==> config.mk <==
export PLATFORM = sky130hd
export DESIGN_NAME = stp16_chain_driver
export DESIGN_NICKNAME = d
export VERILOG_FILES = /design/src/rtl/stp16_pkg.sv /design/src/rtl/stp16_pwm.sv /design/src/rtl/stp16_chain_driver.sv
export SDC_FILE = /design/constraint.sdc
export NUM_CORES = 1
export LEC_CHECK = 0
export ABC_AREA = 0
export CORE_ASPECT_RATIO = 0.6
export CORE_MARGIN = 2
export CORE_UTILIZATION = 30
export CTS_CLUSTER_DIAMETER = 200
export DETAILED_ROUTE_END_ITERATION = 8
export PLACE_DENSITY_LB_ADDON = 0.12
export SLEW_MARGIN = 20
export SYNTH_ARGS = -nofsm -noshare
export SYNTH_HDL_FRONTEND = slang
export SYNTH_SLANG_ARGS = --single-unit
export TNS_END_PERCENT = 1
==> constraint.sdc <==
create_clock -name clk -period 14.6 [get_ports clk]
set_clock_uncertainty 0.15 [all_clocks]
set_input_delay 2.92 -clock clk [delete_from_list [all_inputs] [get_ports clk]]
set_output_delay 2.92 -clock clk [all_outputs]
set_load 0.02 [all_outputs]
==> src/rtl/stp16_pkg.sv <==
// Shared types and helpers for the STP16CPC26 chain driver.
package stp16_pkg;

  typedef enum logic [1:0] {
    ST_IDLE  = 2'd0,
    ST_LOW   = 2'd1,
    ST_HIGH  = 2'd2,
    ST_LATCH = 2'd3
  } stp16_state_e;

  // Width of a counter that must hold values 0..bits inclusive.
  function automatic int bit_cnt_width(input int bits);
    return $clog2(bits + 1);
  endfunction

endpackage

==> src/rtl/stp16_pwm.sv <==
// Brightness PWM for the STP16 output-enable pin; brightness only changes on latch completion.
module stp16_pwm #(
  parameter int PWM_BITS = 4
) (
  input  logic                clk,
  input  logic                reset,
  input  logic                load,
  input  logic                latch_done,
  input  logic [PWM_BITS-1:0] bright,
  output logic                noe
);

  logic [PWM_BITS-1:0] pwm_cnt_q;
  logic [PWM_BITS-1:0] pending_q;
  logic [PWM_BITS-1:0] active_q;
  logic                enabled_q;

  always_ff @(posedge clk or posedge reset) begin
    if (reset) begin
      pwm_cnt_q <= '0;
      pending_q <= '0;
      active_q  <= '0;
      enabled_q <= 1'b0;
      noe       <= 1'b1;
    end else begin
      pwm_cnt_q <= pwm_cnt_q + 1'b1;
      if (load) pending_q <= bright;
      // The frame now on the LED outputs is the one just latched, so its brightness applies.
      if (latch_done) begin
        active_q  <= pending_q;
        enabled_q <= 1'b1;
      end
      noe <= !(enabled_q && (pwm_cnt_q < active_q));
    end
  end

endmodule

==> src/rtl/stp16_chain_driver.sv <==
// Serial driver for parallel STP16CPC26 chains: holding register, shift FSM and PWM dimming.
module stp16_chain_driver
  import stp16_pkg::*;
#(
  parameter int CHANNELS     = 2,
  parameter int BITS         = 32,
  parameter int DIV          = 1,
  parameter int LATCH_CYCLES = 1,
  parameter int PWM_BITS     = 4
) (
  input  logic                     clk,
  input  logic                     reset,
  input  logic                     i_valid,
  output logic                     i_ready,
  input  logic [CHANNELS*BITS-1:0] i_data,
  input  logic [PWM_BITS-1:0]      i_bright,
  output logic                     o_frame_done,
  output logic                     stp16_clk,
  output logic                     stp16_le,
  output logic                     stp16_noe,
  output logic [CHANNELS-1:0]      stp16_sdi,
  output stp16_state_e             dbg_state
);

  localparam int CW        = bit_cnt_width(BITS);
  localparam int PHASE_MAX = (DIV > LATCH_CYCLES) ? DIV : LATCH_CYCLES;
  localparam int PW        = $clog2(PHASE_MAX + 1);
  localparam logic [PW-1:0] DIV_LAST   = PW'(DIV - 1);
  localparam logic [PW-1:0] LATCH_LAST = PW'(LATCH_CYCLES - 1);
  localparam logic [CW-1:0] BIT_LAST   = CW'(BITS - 1);

  stp16_state_e state_q, state_d;
  logic [PW-1:0] phase_q;
  logic [CW-1:0] bit_cnt_q;
  logic [CHANNELS-1:0][BITS-1:0] shift_q, shift_d;
  logic                     held_q;
  logic [CHANNELS*BITS-1:0] hold_data_q;
  logic [PWM_BITS-1:0]      hold_bright_q;
  logic [CHANNELS-1:0]      sdi_d;
  logic load, shift_step, latch_done, accept;

  // Handshake: a frame transfers on any cycle where i_valid && i_ready; i_ready is
  // simply "holding register empty", so i_valid may be held until the transfer happens.
  assign i_ready   = !held_q;
  assign accept    = i_valid && !held_q;
  assign dbg_state = state_q;

  always_ff @(posedge clk or posedge reset) begin
    if (reset) state_q <= ST_IDLE;
    else       state_q <= state_d;
  end

  always_comb begin
    state_d    = state_q;
    load       = 1'b0;
    shift_step = 1'b0;
    latch_done = 1'b0;
    case (state_q)
      ST_IDLE: if (held_q) begin
        load    = 1'b1;
        state_d = ST_LOW;
      end
      ST_LOW: if (phase_q == DIV_LAST) state_d = ST_HIGH;
      ST_HIGH: if (phase_q == DIV_LAST) begin
        shift_step = 1'b1;
        state_d    = (bit_cnt_q == BIT_LAST) ? ST_LATCH : ST_LOW;
      end
      ST_LATCH: if (phase_q == LATCH_LAST) begin
        latch_done = 1'b1;
        state_d    = ST_IDLE;
      end
      default: state_d = ST_IDLE;
    endcase
  end

  always_comb begin
    shift_d = shift_q;
    if (load) begin
      shift_d = hold_data_q;
    end else if (shift_step) begin
      for (int c = 0; c < CHANNELS; c++) shift_d[c] = {shift_q[c][BITS-2:0], 1'b0};
    end
  end

  // Pins are registered from next-state values so they line up with the state they belong to.
  always_comb begin
    sdi_d = '0;
    for (int c = 0; c < CHANNELS; c++) begin
      if (state_d == ST_LOW || state_d == ST_HIGH) sdi_d[c] = shift_d[c][BITS-1];
    end
  end

  always_ff @(posedge clk or posedge reset) begin
    if (reset) begin
      phase_q       <= '0;
      bit_cnt_q     <= '0;
      shift_q       <= '0;
      held_q        <= 1'b0;
      hold_data_q   <= '0;
      hold_bright_q <= '0;
      stp16_clk     <= 1'b0;
      stp16_le      <= 1'b0;
      stp16_sdi     <= '0;
      o_frame_done  <= 1'b0;
    end else begin
      phase_q <= (state_d != state_q || state_q == ST_IDLE) ? '0 : phase_q + 1'b1;
      shift_q <= shift_d;
      if (load)            bit_cnt_q <= '0;
      else if (shift_step) bit_cnt_q <= bit_cnt_q + 1'b1;
      if (accept) begin
        held_q        <= 1'b1;
        hold_data_q   <= i_data;
        hold_bright_q <= i_bright;
      end else if (load) begin
        held_q <= 1'b0;
      end
      stp16_clk    <= (state_d == ST_HIGH);
      stp16_le     <= (state_d == ST_LATCH);
      stp16_sdi    <= sdi_d;
      o_frame_done <= latch_done;
    end
  end

  stp16_pwm #(.PWM_BITS(PWM_BITS)) u_pwm (
    .clk        (clk),
    .reset      (reset),
    .load       (load),
    .latch_done (latch_done),
    .bright     (hold_bright_q),
    .noe        (stp16_noe)
  );

endmodule

Word level (Yosys, flattened, before mapping)
Cells that the tools add are included.
{"block": "totals", "word_cells": 60, "in_bits": 71, "regBits": 161}
{"block": "op_classes", "eq_ne": 8, "n_reduce_logical": 9, "addsub": 3, "order_cmp": 1, "muxes": 20}
{"cell": "two-way mux 64 bit", "n": 2}
{"cell": "two-way mux 6 bit", "n": 2}
{"cell": "two-way mux 1 bit", "n": 10}
{"cell": "two-way mux 2 bit", "n": 5}
{"cell": "equality test 2 bit, second input constant", "n": 4}
{"cell": "case mux 2 bit (4 select lines)", "n": 1}
{"cell": "adder 6 x 1 -> 6 bit, second input constant", "n": 1}
{"cell": "equality test 6 x 5 -> 1 bit, second input constant", "n": 1}
{"cell": "adder 4 x 1 -> 4 bit, second input constant", "n": 1}
{"cell": "equality test 2 x 1 -> 1 bit, second input constant", "n": 2}
{"cell": "less-than comparator 4 bit", "n": 1}
{"cell": "nonzero test 2 bit", "n": 2}
{"cell": "logical AND 1 bit", "n": 2}
{"cell": "zero test 1 bit", "n": 2}
{"cell": "zero test 2 bit", "n": 1}
{"cell": "logical OR 1 bit", "n": 2}
{"cell": "!= test 2 bit", "n": 1}
{"cell": "adder 1 bit, second input constant", "n": 1}

Depth between registers and ports, before layout
{"block": "depth", "word_depth": 7, "mapped_depth": 7, "mapped_depth_nobuf": 5}

Hierarchy
From an unflattened synthesis, not the netlist that was laid out.
{"block": "hier_totals", "cells_unflattened": 548, "area_unflattened_um2": 6495.0}
{"mod": "stp16_chain_driver", "n_inst": 1, "cells_per_inst": 502, "seq_area_each_um2": 3678.5, "area_each_um2": 5929.4}
{"mod": "stp16_pwm", "n_inst": 1, "cells_per_inst": 46, "seq_area_each_um2": 351.6, "area_each_um2": 565.5}

Worst setup path before layout
Ideal clock, no wire load.
{"block": "synth_timing", "kind": "input -> register", "startpoint": "input i_valid", "endpoint": "register hold_bright_q[1]", "arrival_time_ps": 3944, "required_time_ps": 14325, "stages": 5, "setup_ps": 125, "path_slack_ps": 10382, "path_buffers": 3, "path_cell_list": "nor2b_1 -> clkbuf_1 -> buf_2 -> buf_2 -> mux2_2"}
{"block": "synth_between", "elab_chain_cells": 1}
{"item": "start: declaration", "line": "stp16_chain_driver.sv:13", "text": "input logic i_valid,"}
{"item": "logical AND 1 bit", "line": "stp16_chain_driver.sv:45", "text": "assign accept = i_valid && !held_q;"}
{"item": "end signal: assignment", "line": "stp16_chain_driver.sv:113", "text": "hold_bright_q <= i_bright;"}
{"item": "end: declaration", "line": "stp16_chain_driver.sv:38", "text": "logic [PWM_BITS-1:0] hold_bright_q;"}
No other way between the ends.
A chain may end at the register's enable or synchronous reset.

Worst setup path in the final report
{"block": "layout_timing", "startpoint": "register state_q[0], in the netlist dbg_state[0]", "endpoint": "output dbg_state[0]"}
{"item": "start: declaration", "line": "stp16_chain_driver.sv:32", "text": "stp16_state_e state_q, state_d;"}
{"item": "start signal: assignment", "line": "stp16_chain_driver.sv:50", "text": "else state_q <= state_d;"}
{"item": "end: declaration", "line": "stp16_chain_driver.sv:22", "text": "output stp16_state_e dbg_state"}
No word-level cell between the ends.

==> metrics.md <==
| Metric | Value |
|---|---|
| Max cap viols | 0 |
| FMAX | 0.207 GHz |
| First-pass GRT wire length | 25,000 um |
| Worst-Skew Late Latency | 0.43 ns |
| CTS resizes | 0 |
| 1st-iter DRT viols | 291 |
| Post-synthesis sequential area ratio | 0.594 |
| Largest net degree at the start of global routing | 82 |
| GRT overflow | 0 |
| Syn nets | 620 |
| Post-Syn Area | 6790 um2 |
| Cell Rows | 42 |
| Least-Margin Pin Slew | 1.03 ns |
| Final ANT Viol Nets | 0 |
| HPWL Detailed | 8850 um |
| Mux contribution to synthesized area | 0.211 |
| Avg Inst Size Synth | 12.5 um2 |
| DRT Pass-1 Iters | 4 |
| VDD IR max | 0.143 mV |
| Min Tclk post-route | 4.84 ns |
| Overall Power | 1.86 mW |
| Post-synthesis adder-cell area fraction | 0.0129 |
| Synthesis-to-finish area growth | 25.7% |
| Post-Synthesis Cells | 542 |
| Starting Density | 0.307 |
| Core area | 22,100 um2 |
| Max clock buf depth | 2 |
| CP max-delay cell | clkdlybuf4s50_1 |
| Main flop type after synthesis | dfrtp_1 |
| Simple-gate portion of the synthesized area | 0.0837 |
| WP data arrival | 1.77 ns |
| Layout Nets | 684 |
| Hold buffers post-CTS | 0 |
| CTS root buffer | clkbuf_16 |
| Yosys top cell by area | dfrtp_1 |
| CP Cell Sequence | clkdlybuf4s50_1 |
| Final instance area | 8540 um2 |
| WL per Instance | 16.1 um |
| Total track usage | 0.137 |
| Final setup fails | 0 |
| Crit-path leading delay family | buffers and inverters |
| Initial antenna violation count | 0 |
| Worst Hold Class | reg2reg |
| I/O pin count | 80 |
| Die X | 198 um |
| Final Cycle Share | 0.331 |
| Status | finished clean |
| Diodes inserted | 0 |
| Post-DP Area | 7850 um2 |
| Routability cong. | 0.687 |
| WS Path Type | reg2out |
| Max transition margin | 0.311 |
| Post-synth top area share | 0.590 |
| Vias | 4,271 |
| Synth Register Bits | 161 |
| Htree depth | 4 |
| Residual DRC | 0 |
| Leakage | 3.81 nW |
| Number of flops mapped to enable cells by yosys | 0 |
| DIE HEIGHT | 121 um |
| Largest family of logic cells by synthesized area | multiplexers |
| Die area | 23,900 um2 |
| Number of global-route vias before repair | 4,494 |
| # clock sinks | 161 |
| CP peak stage delay | 0.72 ns |
| CTS tree | yes |
| Syn. warnings | 0 |
| Number of setup buffers added after CTS | 0 |
| Worst Path Buf+Inv | 1 |
| Critical path launch point type | flip-flop |
| Worst-path clk slew | 0.06 ns |
| Layout cells sized above 1 | 0.193 |
| Synth cell types | 31 |
| RSZ-0062 raised after global routing | no |
| CTS Buf Count | 17 |
| Drt total wl | 14,900 um |
| Final hold vios | 0 |
| Critical path peak fanout | 13 |
| Slew Limit Fails | 0 |
| PD cells | 218 nW/um2 |
| Critical Path RT | 11.53 ns |
| Setup tns final | 0 ns |
| Ys async rst share | 1.00 |
| Vias per cell | 4.61 |
| Largest cells by area after synthesis | dfrtp_1 (59%), mux2_2 (12%), mux2i_1 (9.1%) |
| Critical path endpoint category | output port |
| Compound-Gate Fraction of Synth Area | 0.0641 |
| Xor and xnor area share after synthesis | 0.00258 |
| PortBufs | 79 |
| # fillers | 2,125 |
[registers in the layout (all words and copies together) (netlist names), 2 cells and up]
signal           count
hold_bright_q        4
u_pwm.pwm_cnt_q      4
hold_data_q         64
dbg_state            2
stp16_sdi            2
shift_q             64
u_pwm.active_q       4
u_pwm.pending_q      4
bit_cnt_q            6
[worst min-delay path, delay by kind of cell (launching register included)]
kind,cells,cell delay [ns]
flops,1,0.34
simple gates,2,0.10
[placed cells by master (no fill, tap or decap), types with 4 or more instances in the layout]
master and count:
dfrtp_1 160, clkdlybuf4s50_1 79, mux2_2 72, o21ai_0 65
nand3_1 64, mux2i_1 62, nand2_1 18, clkbuf_16 17
nor2_1 10, inv_1 7, ha_1 7, bufinv_16 6
nor2b_1 5, a21oi_1 5, clkinv_2 4
[metal layers]
metal,part of all wire,vias to the layer above,GRT usage
met1,0.53,2156,0.201
met2,0.42,57,0.193
met3,0.035,11,0.0416
li1,-,2047,-
met4,0.010,0,0.0423
met5,0,-,0
[cells by family after synthesis]
logic type	Yosys count
flops	161
mux	134
simple gates	113
compound gates	77
buf+inv	47
fa+ha+maj	7
xor+xnor	2
other cells	1
[power breakdown]
group / internal (mW) / leakage [nW] / switching [mW] / total [mW]
logic: 0.292 / 1.50 / 0.305 / 0.598
clock network: 0.328 / 0.330 / 0.177 / 0.505
registers: 0.645 / 1.98 / 0.115 / 0.761
[stage by stage]
stage / hold slack [ns] / utilization / setup WS (ns) / instances
CTS: 0.322 / 0.385 / 9.74 / 925
floorplan: 0.285 / - / 7.18 / 542
global placement: 0.298 / 0.355 / 9.36 / 894
global route: 0.337 / 0.386 / 9.68 / 926
detailed placement: 0.307 / 0.355 / 9.32 / 894
finish: 0.317 / 0.386 / 9.76 / 926
[cell usage after synthesis, types with 2 or more instances]
cell type,instances
mux2_2,72
a22o_1,2
nor2b_1,6
or3b_1,2
clkbuf_1,12
a21oi_1,5
mux2i_1,62
ha_1,7
buf_6,2
dfrtp_1,160
nand2_1,18
nor2_1,11
nand2b_1,4
inv_1,8
buf_2,20
buf_1,5
nand3_1,64
o21ai_0,65
a221oi_1,2
nor3b_1,4
[path summary, 6_finish.rpt]
check,start,endpoint,slack [ns],depth (start not counted)
max in group asynchronous,reset,u_pwm.active_q[1]$_DFFE_PP0P_,10.19,3
min in group asynchronous,reset,hold_data_q[40]$_DFFE_PP0P_,2.84,2
worst min-delay path,hold_bright_q[0]$_DFFE_PP0P_,u_pwm.pending_q[0]$_DFFE_PP0P_,0.32,2
worst min register to register,hold_bright_q[0]$_DFFE_PP0P_,u_pwm.pending_q[0]$_DFFE_PP0P_,0.32,2
worst max-delay path,dbg_state[0]$_DFF_PP0_,dbg_state[0],9.76,1
worst max register to register,dbg_state[0]$_DFF_PP0_,stp16_sdi[0]$_DFF_PP0_,12.25,3
[layout make-up]
cell class / instances / area (um2) / share of cell area
sequential: 161 / 4030 / 0.472
multi-input combinational: 334 / 2580 / 0.302
timing repair buffer: 84 / 845 / 0.0989
clock buffer: 20 / 457 / 0.0535
tap: 308 / 385 / 0.0451
clock inverter: 11 / 209 / 0.0245
inverter: 8 / 35.0 / 0.00410
Power figures use the tool's default switching activity.
